## src/rtl/legv8_pkg.sv

```systemverilog
// Shared LEGv8 ALU-interface definitions: opcode patterns, ALU control codes,
// issue-controller state encoding and the decoder result record.
package legv8_pkg;

  localparam logic [3:0] ALU_AND   = 4'd0;
  localparam logic [3:0] ALU_ORR   = 4'd1;
  localparam logic [3:0] ALU_ADD   = 4'd2;
  localparam logic [3:0] ALU_SUB   = 4'd6;
  localparam logic [3:0] ALU_PASSB = 4'd7;

  localparam logic [10:0] OP_ADD  = 11'b10001011000;
  localparam logic [10:0] OP_SUB  = 11'b11001011000;
  localparam logic [10:0] OP_AND  = 11'b10001010000;
  localparam logic [10:0] OP_ORR  = 11'b10101010000;
  localparam logic [10:0] OP_LDUR = 11'b11111000010;
  localparam logic [10:0] OP_STUR = 11'b11111000000;
  localparam logic [10:0] OP_CBZ  = 11'b10110100000;
  localparam logic [10:0] OP_B    = 11'b00010100000;
  localparam logic [10:0] OP_MOVZ = 11'b11010010100;

  // Mask bits set to 1 are significant; the low bits of CBZ/B/MOVZ carry operand fields.
  localparam logic [10:0] MSK_FULL = 11'b11111111111;
  localparam logic [10:0] MSK_CBZ  = 11'b11111111000;
  localparam logic [10:0] MSK_B    = 11'b11111100000;
  localparam logic [10:0] MSK_MOVZ = 11'b11111111100;

  typedef enum logic [1:0] {IDLE, SETTLE, HOLD} state_t;

  typedef struct packed {
    logic [3:0] alu_ctrl;
    logic       use_imm;
    logic       is_cbz;
    logic       is_b;
    logic       illegal;
  } dec_t;

  function automatic logic op_match(input logic [10:0] op, input logic [10:0] pat,
                                    input logic [10:0] msk);
    return (op & msk) == (pat & msk);
  endfunction

endpackage

```

## src/rtl/alu_ctrl_decode.sv

```systemverilog
// Combinational opcode decoder: maps instruction bits [31:21] to ALU control
// code, operand-B source and branch-type flags.
module alu_ctrl_decode
  import legv8_pkg::*;
(
  input  logic [10:0] i_opcode,
  output dec_t        o_dec
);

  always_comb begin
    o_dec = '{alu_ctrl: ALU_AND, use_imm: 1'b0, is_cbz: 1'b0, is_b: 1'b0, illegal: 1'b0};
    if (op_match(i_opcode, OP_ADD, MSK_FULL))
      o_dec.alu_ctrl = ALU_ADD;
    else if (op_match(i_opcode, OP_SUB, MSK_FULL))
      o_dec.alu_ctrl = ALU_SUB;
    else if (op_match(i_opcode, OP_AND, MSK_FULL))
      o_dec.alu_ctrl = ALU_AND;
    else if (op_match(i_opcode, OP_ORR, MSK_FULL))
      o_dec.alu_ctrl = ALU_ORR;
    else if (op_match(i_opcode, OP_LDUR, MSK_FULL) || op_match(i_opcode, OP_STUR, MSK_FULL)) begin
      o_dec.alu_ctrl = ALU_ADD;
      o_dec.use_imm  = 1'b1;
    end else if (op_match(i_opcode, OP_CBZ, MSK_CBZ)) begin
      o_dec.alu_ctrl = ALU_PASSB;
      o_dec.is_cbz   = 1'b1;
    end else if (op_match(i_opcode, OP_B, MSK_B)) begin
      o_dec.alu_ctrl = ALU_PASSB;
      o_dec.use_imm  = 1'b1;
      o_dec.is_b     = 1'b1;
    end else if (op_match(i_opcode, OP_MOVZ, MSK_MOVZ)) begin
      o_dec.alu_ctrl = ALU_PASSB;
      o_dec.use_imm  = 1'b1;
    end else
      o_dec.illegal  = 1'b1;
  end

endmodule

```

## src/rtl/alu_issue_ctrl.sv

```systemverilog
// Issue/collect controller in front of the ALU: registers operands, waits out
// the ALU settle window, captures BusW/Zero and hands the result downstream.
module alu_issue_ctrl
  import legv8_pkg::*;
#(
  parameter int unsigned SETTLE_CYCLES = 2
) (
  input  logic        CLK,
  input  logic        ResetL,
  input  logic        InValid,
  output logic        InReady,
  input  logic [10:0] Opcode,
  input  logic [63:0] RegA,
  input  logic [63:0] RegB,
  input  logic [63:0] Imm,
  output logic [63:0] BusA,
  output logic [63:0] BusB,
  output logic [3:0]  ALUCtrl,
  input  logic [63:0] BusW,
  input  logic        Zero,
  output logic        OutValid,
  input  logic        OutReady,
  output logic [63:0] Result,
  output logic        ZeroOut,
  output logic        BranchTaken,
  output logic        IllegalOp
);

  localparam logic [3:0] SETTLE_LD = 4'(SETTLE_CYCLES);

  state_t      r_state;
  logic [3:0]  r_cnt;
  logic [63:0] r_bus_a, r_bus_b, r_result;
  logic [3:0]  r_alu_ctrl;
  logic        r_zero, r_taken, r_illegal, r_out_valid;
  logic        r_is_cbz, r_is_b, r_pend_ill;
  dec_t        w_dec;
  logic        w_accept;

  alu_ctrl_decode u_dec (
    .i_opcode (Opcode),
    .o_dec    (w_dec)
  );

  assign InReady  = (r_state == IDLE) && ResetL;
  assign w_accept = InValid && InReady;

  always_ff @(posedge CLK) begin
    if (!ResetL) begin
      r_state     <= IDLE;
      r_cnt       <= '0;
      r_bus_a     <= '0;
      r_bus_b     <= '0;
      r_alu_ctrl  <= ALU_AND;
      r_result    <= '0;
      r_zero      <= 1'b0;
      r_taken     <= 1'b0;
      r_illegal   <= 1'b0;
      r_out_valid <= 1'b0;
      r_is_cbz    <= 1'b0;
      r_is_b      <= 1'b0;
      r_pend_ill  <= 1'b0;
    end else begin
      case (r_state)
        IDLE: if (w_accept) begin
          r_state <= SETTLE;
          if (w_dec.illegal) begin
            // Flags are final at accept; one SETTLE cycle aligns OutValid to k+1.
            r_result   <= '0;
            r_zero     <= 1'b0;
            r_taken    <= 1'b0;
            r_illegal  <= 1'b1;
            r_pend_ill <= 1'b1;
            r_cnt      <= 4'd1;
          end else begin
            r_bus_a    <= RegA;
            r_bus_b    <= w_dec.use_imm ? Imm : RegB;
            r_alu_ctrl <= w_dec.alu_ctrl;
            r_is_cbz   <= w_dec.is_cbz;
            r_is_b     <= w_dec.is_b;
            r_pend_ill <= 1'b0;
            r_cnt      <= SETTLE_LD;
          end
        end
        SETTLE: begin
          r_cnt <= r_cnt - 4'd1;
          if (r_cnt == 4'd1) begin
            if (!r_pend_ill) begin
              r_result  <= BusW;
              r_zero    <= Zero;
              r_taken   <= (r_is_cbz && Zero) || r_is_b;
              r_illegal <= 1'b0;
            end
            r_state     <= HOLD;
            r_out_valid <= 1'b1;
          end
        end
        HOLD: if (OutReady) begin
          r_state     <= IDLE;
          r_out_valid <= 1'b0;
        end
        default: r_state <= IDLE;
      endcase
    end
  end

  assign BusA        = r_bus_a;
  assign BusB        = r_bus_b;
  assign ALUCtrl     = r_alu_ctrl;
  assign OutValid    = r_out_valid;
  assign Result      = r_result;
  assign ZeroOut     = r_zero;
  assign BranchTaken = r_taken;
  assign IllegalOp   = r_illegal;

endmodule

```

## config.mk

```make
export PLATFORM = sky130hd
export DESIGN_NAME = alu_issue_ctrl
export DESIGN_NICKNAME = d
export VERILOG_FILES = /design/src/rtl/legv8_pkg.sv /design/src/rtl/alu_ctrl_decode.sv /design/src/rtl/alu_issue_ctrl.sv
export SDC_FILE = /design/constraint.sdc
export NUM_CORES = 1
export LEC_CHECK = 0
export CORE_AREA = 2 2 182 184
export CTS_CLUSTER_DIAMETER = 120
export DETAILED_ROUTE_END_ITERATION = 16
export DIE_AREA = 0 0 184 186
export PLACE_DENSITY_LB_ADDON = 0.08
export SYNTH_ARGS = -nofsm -noshare
export SYNTH_HDL_FRONTEND = slang
export SYNTH_SLANG_ARGS = --single-unit
```

## constraint.sdc

```tcl
create_clock -name CLK -period 2.9 [get_ports CLK]
set_input_delay 0.58 -clock CLK [delete_from_list [all_inputs] [get_ports CLK]]
set_output_delay 0.58 -clock CLK [all_outputs]
set_load 0.05 [all_outputs]
```

* After elaboration in Yosys (flattened, before gate mapping)
Index checks and enable logic that the tools add are counted.
Storage, ports and cells: register bits 209, output and inout port bits 201, word-level logic and storage cells 95
Cells by class: add/sub/neg operators 1, equality and inequality tests 17, multiplexer cells 49, bitwise logic cells 1, reductions and logical operators 14
Operators by type and width (count):
- $mux 64 | 5
- $pmux 64 s2 | 1
- $eq 11x11->1 const B | 6
- $mux 4 | 12
- $mux 1 | 18
- $mux 2 | 5
- $eq 9x9->1 const B | 1
- $reduce_and 3->1 | 3
- $eq 8x8->1 const B | 1
- $ne 2x2->1 const B | 4
- $pmux 1 s2 | 4
- $pmux 4 s2 | 1
- $eq 6x3->1 const B | 1
- $pmux 2 s3 | 1
- $mux 5 | 1
- $reduce_and 5->1 | 1
- $eq 4x1->1 const B | 1
- $reduce_and 2->1 | 2
- $reduce_bool 2->1 | 2
- $sub 4x1->4 const B | 1
- $logic_and 1x1->1 | 3
- $mux 3 | 1
- $eq 2x1->1 const B | 1
- $eq 2x2->1 const B | 1
- other kinds (4) | 5

* Depth between registers and ports, before layout
depth in word-level cells 12, mapped depth 9

* Cells and area by module
Synthesis repeated with hierarchy kept, for this count alone.
Second synthesis, totals: cells, all modules 1010, area, all modules 9006.1 µm²
Modules (own cells, without submodules):
- alu_issue_ctrl | instances 1, cells each 985, area each 8848.5 µm², sequential area each 4184.0 µm²
- alu_ctrl_decode | instances 1, cells each 25, area each 157.7 µm², sequential area each 0.0 µm²

* Worst setup path after synthesis
OpenSTA, ideal clock, no wires.
path type in2reg, from in ResetL, to reg r_bus_b[12] (netlist: BusB[12]), library setup time 0.147 ns, arrival time 2.989 ns, data required time 2.753 ns, setup slack -0.236 ns, cell stages on the path 7, path buffers 2, cells stage by stage nor3b_1 > nand2_2 > o22a_1 > nand2_1 > buf_4 > buf_4 > a311oi_2
Between the ends: longest elaborated chain between the ends 3
Ends and longest elaborated chain:
- start, declared | RTL line alu_issue_ctrl.sv:9 | input logic ResetL,
- $logic_and 1x1->1 | RTL line alu_issue_ctrl.sv:45 | assign InReady = (r_state == IDLE) && ResetL;
- $logic_and 1x1->1 | RTL line alu_issue_ctrl.sv:46 | assign w_accept = InValid && InReady;
- $reduce_and 3->1 (no line)
- end signal, assigned | RTL line alu_issue_ctrl.sv:77 | r_bus_b <= w_dec.use_imm ? Imm : RegB;
- end, declared | RTL line alu_issue_ctrl.sv:33 | logic [63:0] r_bus_a, r_bus_b, r_result;
Several ways; a longest one is shown, not always the timed one. A chain may end at the register's enable or synchronous reset.

* Worst setup path after layout
from in Opcode[9], to reg r_bus_a[3] (netlist: BusA[3])
Between the ends: longest elaborated chain between the ends 11, elaborated cells between the ends (all ways) 20, classes of those cells eq/ne: 9; mux: 8; bitwise: 1; reduce/logical: 2
Ends and longest elaborated chain:
- start, declared | RTL line alu_issue_ctrl.sv:12 | input logic [10:0] Opcode,
- $eq 9x9->1 | RTL line legv8_pkg.sv:39 | return (op & msk) == (pat & msk);
- $mux 1 | RTL line alu_ctrl_decode.sv:30 | end else if (op_match(i_opcode, OP_MOVZ, MSK_MOVZ)) begin
- $mux 1 | RTL line alu_ctrl_decode.sv:26 | end else if (op_match(i_opcode, OP_B, MSK_B)) begin
- $mux 2 | RTL line alu_ctrl_decode.sv:23 | end else if (op_match(i_opcode, OP_CBZ, MSK_CBZ)) begin
- $mux 3 | RTL line alu_ctrl_decode.sv:20 | else if (op_match(i_opcode, OP_LDUR, MSK_FULL) || op_match(i_opcode, OP_STUR, MSK_FULL)) begin
- $mux 4 | RTL line alu_ctrl_decode.sv:18 | else if (op_match(i_opcode, OP_ORR, MSK_FULL))
- $mux 4 | RTL line alu_ctrl_decode.sv:16 | else if (op_match(i_opcode, OP_AND, MSK_FULL))
- $mux 4 | RTL line alu_ctrl_decode.sv:14 | else if (op_match(i_opcode, OP_SUB, MSK_FULL))
- $mux 4 * | RTL line alu_ctrl_decode.sv:12 | if (op_match(i_opcode, OP_ADD, MSK_FULL))
- $not 1->1 (no line) *
- $reduce_and 3->1 (no line) *
- end signal, assigned | RTL line alu_issue_ctrl.sv:76 | r_bus_a <= RegA;
- end, declared | RTL line alu_issue_ctrl.sv:33
Every way passes the cells marked *; elsewhere a longest branch is shown, timed or not.

==> load_flow_metrics.sql <==
INSERT INTO impl_metrics (metric_group, metric, value, unit) VALUES
('run_status', 'run_status', 'completed', ''),
('cts', 'post_cts_buffers', '0', ''),
('setup_path', 'critical_path.startpoint_type', 'input port', ''),
('placed_design', 'finalWeightedCongestion', '0.7894', ''),
('setup_path', 'cp_max_delay_cell', 'buf_4', ''),
('setup_path', 'timing.critical_path.max_delay_family', 'buffers and inverters', ''),
('cells_and_area', 'multi_input_comb_area', '0.004116', 'sq mm'),
('min_path', 'min-delay-path-class', 'reg -> reg', ''),
('yosys', 'synth_seq_area_share', '0.4724', ''),
('yosys', 'synthDominantAreaCellType', 'dfxtp_1', ''),
('die', 'initial_utilization', '0.2737', ''),
('setup_path', 'worstPathCellList', 'clkdlybuf4s50_1 -> inv_1 -> o2111ai_1 -> o22a_2 -> buf_4 -> nand3_1 -> a21oi_1', ''),
('timing', 'rsz_0062_raised_after_global_routing', 'no', ''),
('cts', 'cts-hold-fix-buffers', '0', ''),
('power_and_ir_drop', 'power_leakage', '0.005131', 'uW'),
('routing', 'detail_route.wirelength', '35730', 'um'),
('setup_path', 'crit_type', 'in -> reg', ''),
('routing', 'drt_iter0_markers', '475', ''),
('cts', 'clockBufferDepth', '3', ''),
('cts', 'tritoncts', 'done', ''),
('yosys', 'synth_top_cells_by_area', 'dfxtp_1 (47%), a311oi_2 (10%), nand3_1 (7.6%)', ''),
('routing', 'remaining_antenna_violation_count_after_routing', '0', ''),
('yosys', 'synth_cell_type_count', '50', ''),
('power_and_ir_drop', 'pwr_density_cell', '471.3', 'mW/mm^2'),
('timing', 'setup_viol_count_final', '0', ''),
('grt', 'grt_pass1_vias', '8912', ''),
('timing', 'tightest_slew', '0.7531', 'ns'),
('job', 'maxCapViolations', '0', ''),
('cells_and_area', 'stdcell_area', '0.01505', 'sq mm'),
('yosys', 'yosysWarnings', '0', ''),
('setup_path', 'crit_path_max_incr_delay', '0.59', 'ns'),
('timing', 'final.min_clock_period', '2.430', 'ns'),
('cells_and_area', 'final_net_count', '1635', ''),
('timing', 'layout_worst_path_cycle_share', '0.8381', ''),
('setup_path', 'critPathBufInv', '3', ''),
('placed_design', 'worst_setup_timing_slack_at_the_placement_stage', '-0.03257', 'ns'),
('cells_and_area', 'fillerInstances', '3046', ''),
('die', 'core_area', '0.03221', 'sq mm'),
('cts', 'cts-root-buf', 'clkbuf_16', ''),
('routing', 'drtPass1Iterations', '5', ''),
('yosys', 'syn_inst', '927', ''),
('cts', 'cts_num_sinks', '208', ''),
('yosys', 'synthesis.area', '0.008815', 'sq mm'),
('grt', 'grt_start_max_net_pins', '67', ''),
('grt', 'grt_overflow', '0', ''),
('setup_path', 'critPathRequiredTime', '3.35', 'ns'),
('routing', 'drc_errors', '0', ''),
('placed_design', 'post_dp_hpwl', '24820', 'um'),
('timing', 'setup_slack', '0.4696', 'ns'),
('die', 'floorplan.die_area', '0.03422', 'sq mm'),
('setup_path', 'timing.reg2reg.setup_slack', '0.71', 'ns'),
('timing', 'timing.slew.headroom', '0.4980', ''),
('grt', 'grt_first_pass_wirelength', '52910', 'um'),
('yosys', 'synthesis.area_per_instance', '9.509', 'sq um'),
('yosys', 'syn_nets', '1201', ''),
('cts', 'numCtsBuffers', '25', ''),
('timing', 'tns', '0', 'ns'),
('die', 'io-pin-count', '473', ''),
('cts', 'postCtsResizedCells', '0', ''),
('yosys', 'yosys_register_bits', '208', ''),
('routing', 'routed_via_density', '5.099', ''),
('timing', 'hold_viol_final', '0', ''),
('yosys', 'dominantRegCellSynth', 'dfxtp_1', ''),
('timing', 'final_max_slew_viols', '0', ''),
('die', 'die_h', '186', 'um'),
('die', 'fp-row-count', '66', ''),
('cts', 'clk_pin_slew_worst_paths', '0.06', 'ns'),
('grt', 'grt_antenna_before_repair', '3', ''),
('cells_and_area', 'layout-drive-gt1-share', '0.1218', ''),
('yosys', 'yosys.area.top_type_share', '0.4724', ''),
('placed_design', 'placed_cell_area', '0.01422', 'sq mm');
-- final timing paths --
check | start | end | cells after the start
worst min register to register | r_pend_ill | r_pend_ill | 2
worst min-delay path | r_pend_ill | r_pend_ill | 2
worst max register to register | r_cnt[0] | Result[9] | 6
worst max-delay path | Opcode[9] | BusA[3] | 7
-- cells in the mapped netlist (13+ instances only) --
master and instances:
buf_6 13, dfxtp_1 208, nor3_1 70, clkbuf_1 59, a21oi_1 76, buf_2 21
o21ai_0 121, a311oi_2 61, nand3_1 133, a22o_1 65
-- layer usage --
| metal | part of all wire | up-vias | global-route usage |
|---|---|---|---|
| li1 | - | 4373 | - |
| met1 | 0.40 | 4323 | 0.2296 |
| met2 | 0.47 | 363 | 0.3313 |
| met3 | 0.10 | 56 | 0.07278 |
| met4 | 0.028 | 2 | 0.06176 |
| met5 | 0.00031 | - | 0 |
-- stage by stage --
stage            util  instances
2_1_floorplan       -        927
3_3_place_gp   0.4416       1742
3_5_place_dp   0.4416       1742
4_1_cts        0.4672       1787
5_1_grt        0.4673       1788
6_report       0.4673       1788
-- cells by family after synthesis --
| kind of cell | Yosys count | synth area share |
|---|---|---|
| other | 1 | 0.0004254 |
| AO/OA/AOI/OAI | 352 | 0.3067 |
| adder cells (fa/ha/maj) | 2 | 0.002838 |
| flip-flops | 208 | 0.4724 |
| AND/OR/NAND/NOR | 251 | 0.1503 |
| XOR/XNOR | 1 | 0.0009938 |
| buffers and inverters | 111 | 0.06515 |
| multiplexers | 1 | 0.001136 |
-- power breakdown --
| group | switching, uW | internal, uW |
|---|---|---|
| registers | 38.1 | 2920 |
| logic | 440 | 528 |
| clock network | 1280 | 1890 |
| total | 1760 | 5330 |
-- layout by cell type, fill, tap and decap left out, drive strengths merged, types with 4 or more instances in the layout --
cell type and instances:
buf 44, nor2 11, a22o 65, nand2 12, nand3 133, o21ai 132
clkbuf 33, clkdlybuf4s50 470, nor3 71, a21oi 76, dfxtp 208, a311oi 65
clkinv 7, inv 7, nor3b 4
-- state kept, by name (all words and copies together), names as in the netlist --
register / count
IllegalOp: 1
BranchTaken: 1
BusA: 64
BusB: 64
r_cnt: 4
r_is_b: 1
r_pend_ill: 1
r_state: 2
r_is_cbz: 1
ALUCtrl: 3
Result: 64
ZeroOut: 1
OutValid: 1
-- worst min-delay path, cell delays in order, from the launching register on --
cell	delay [ns]
dfxtp_1	0.30
nand2_1	0.05
a21oi_1	0.05
-- cell type report --
class,instances,area share
inverter,4,0.001330
clock buffer,33,0.04689
tap,408,0.03392
clock inverter,12,0.008064
sequential,208,0.2767
multi-input combinational,608,0.2735
timing repair buffer,514,0.3595
antenna,1,0.0001663
(Power assumes the default switching activity.)
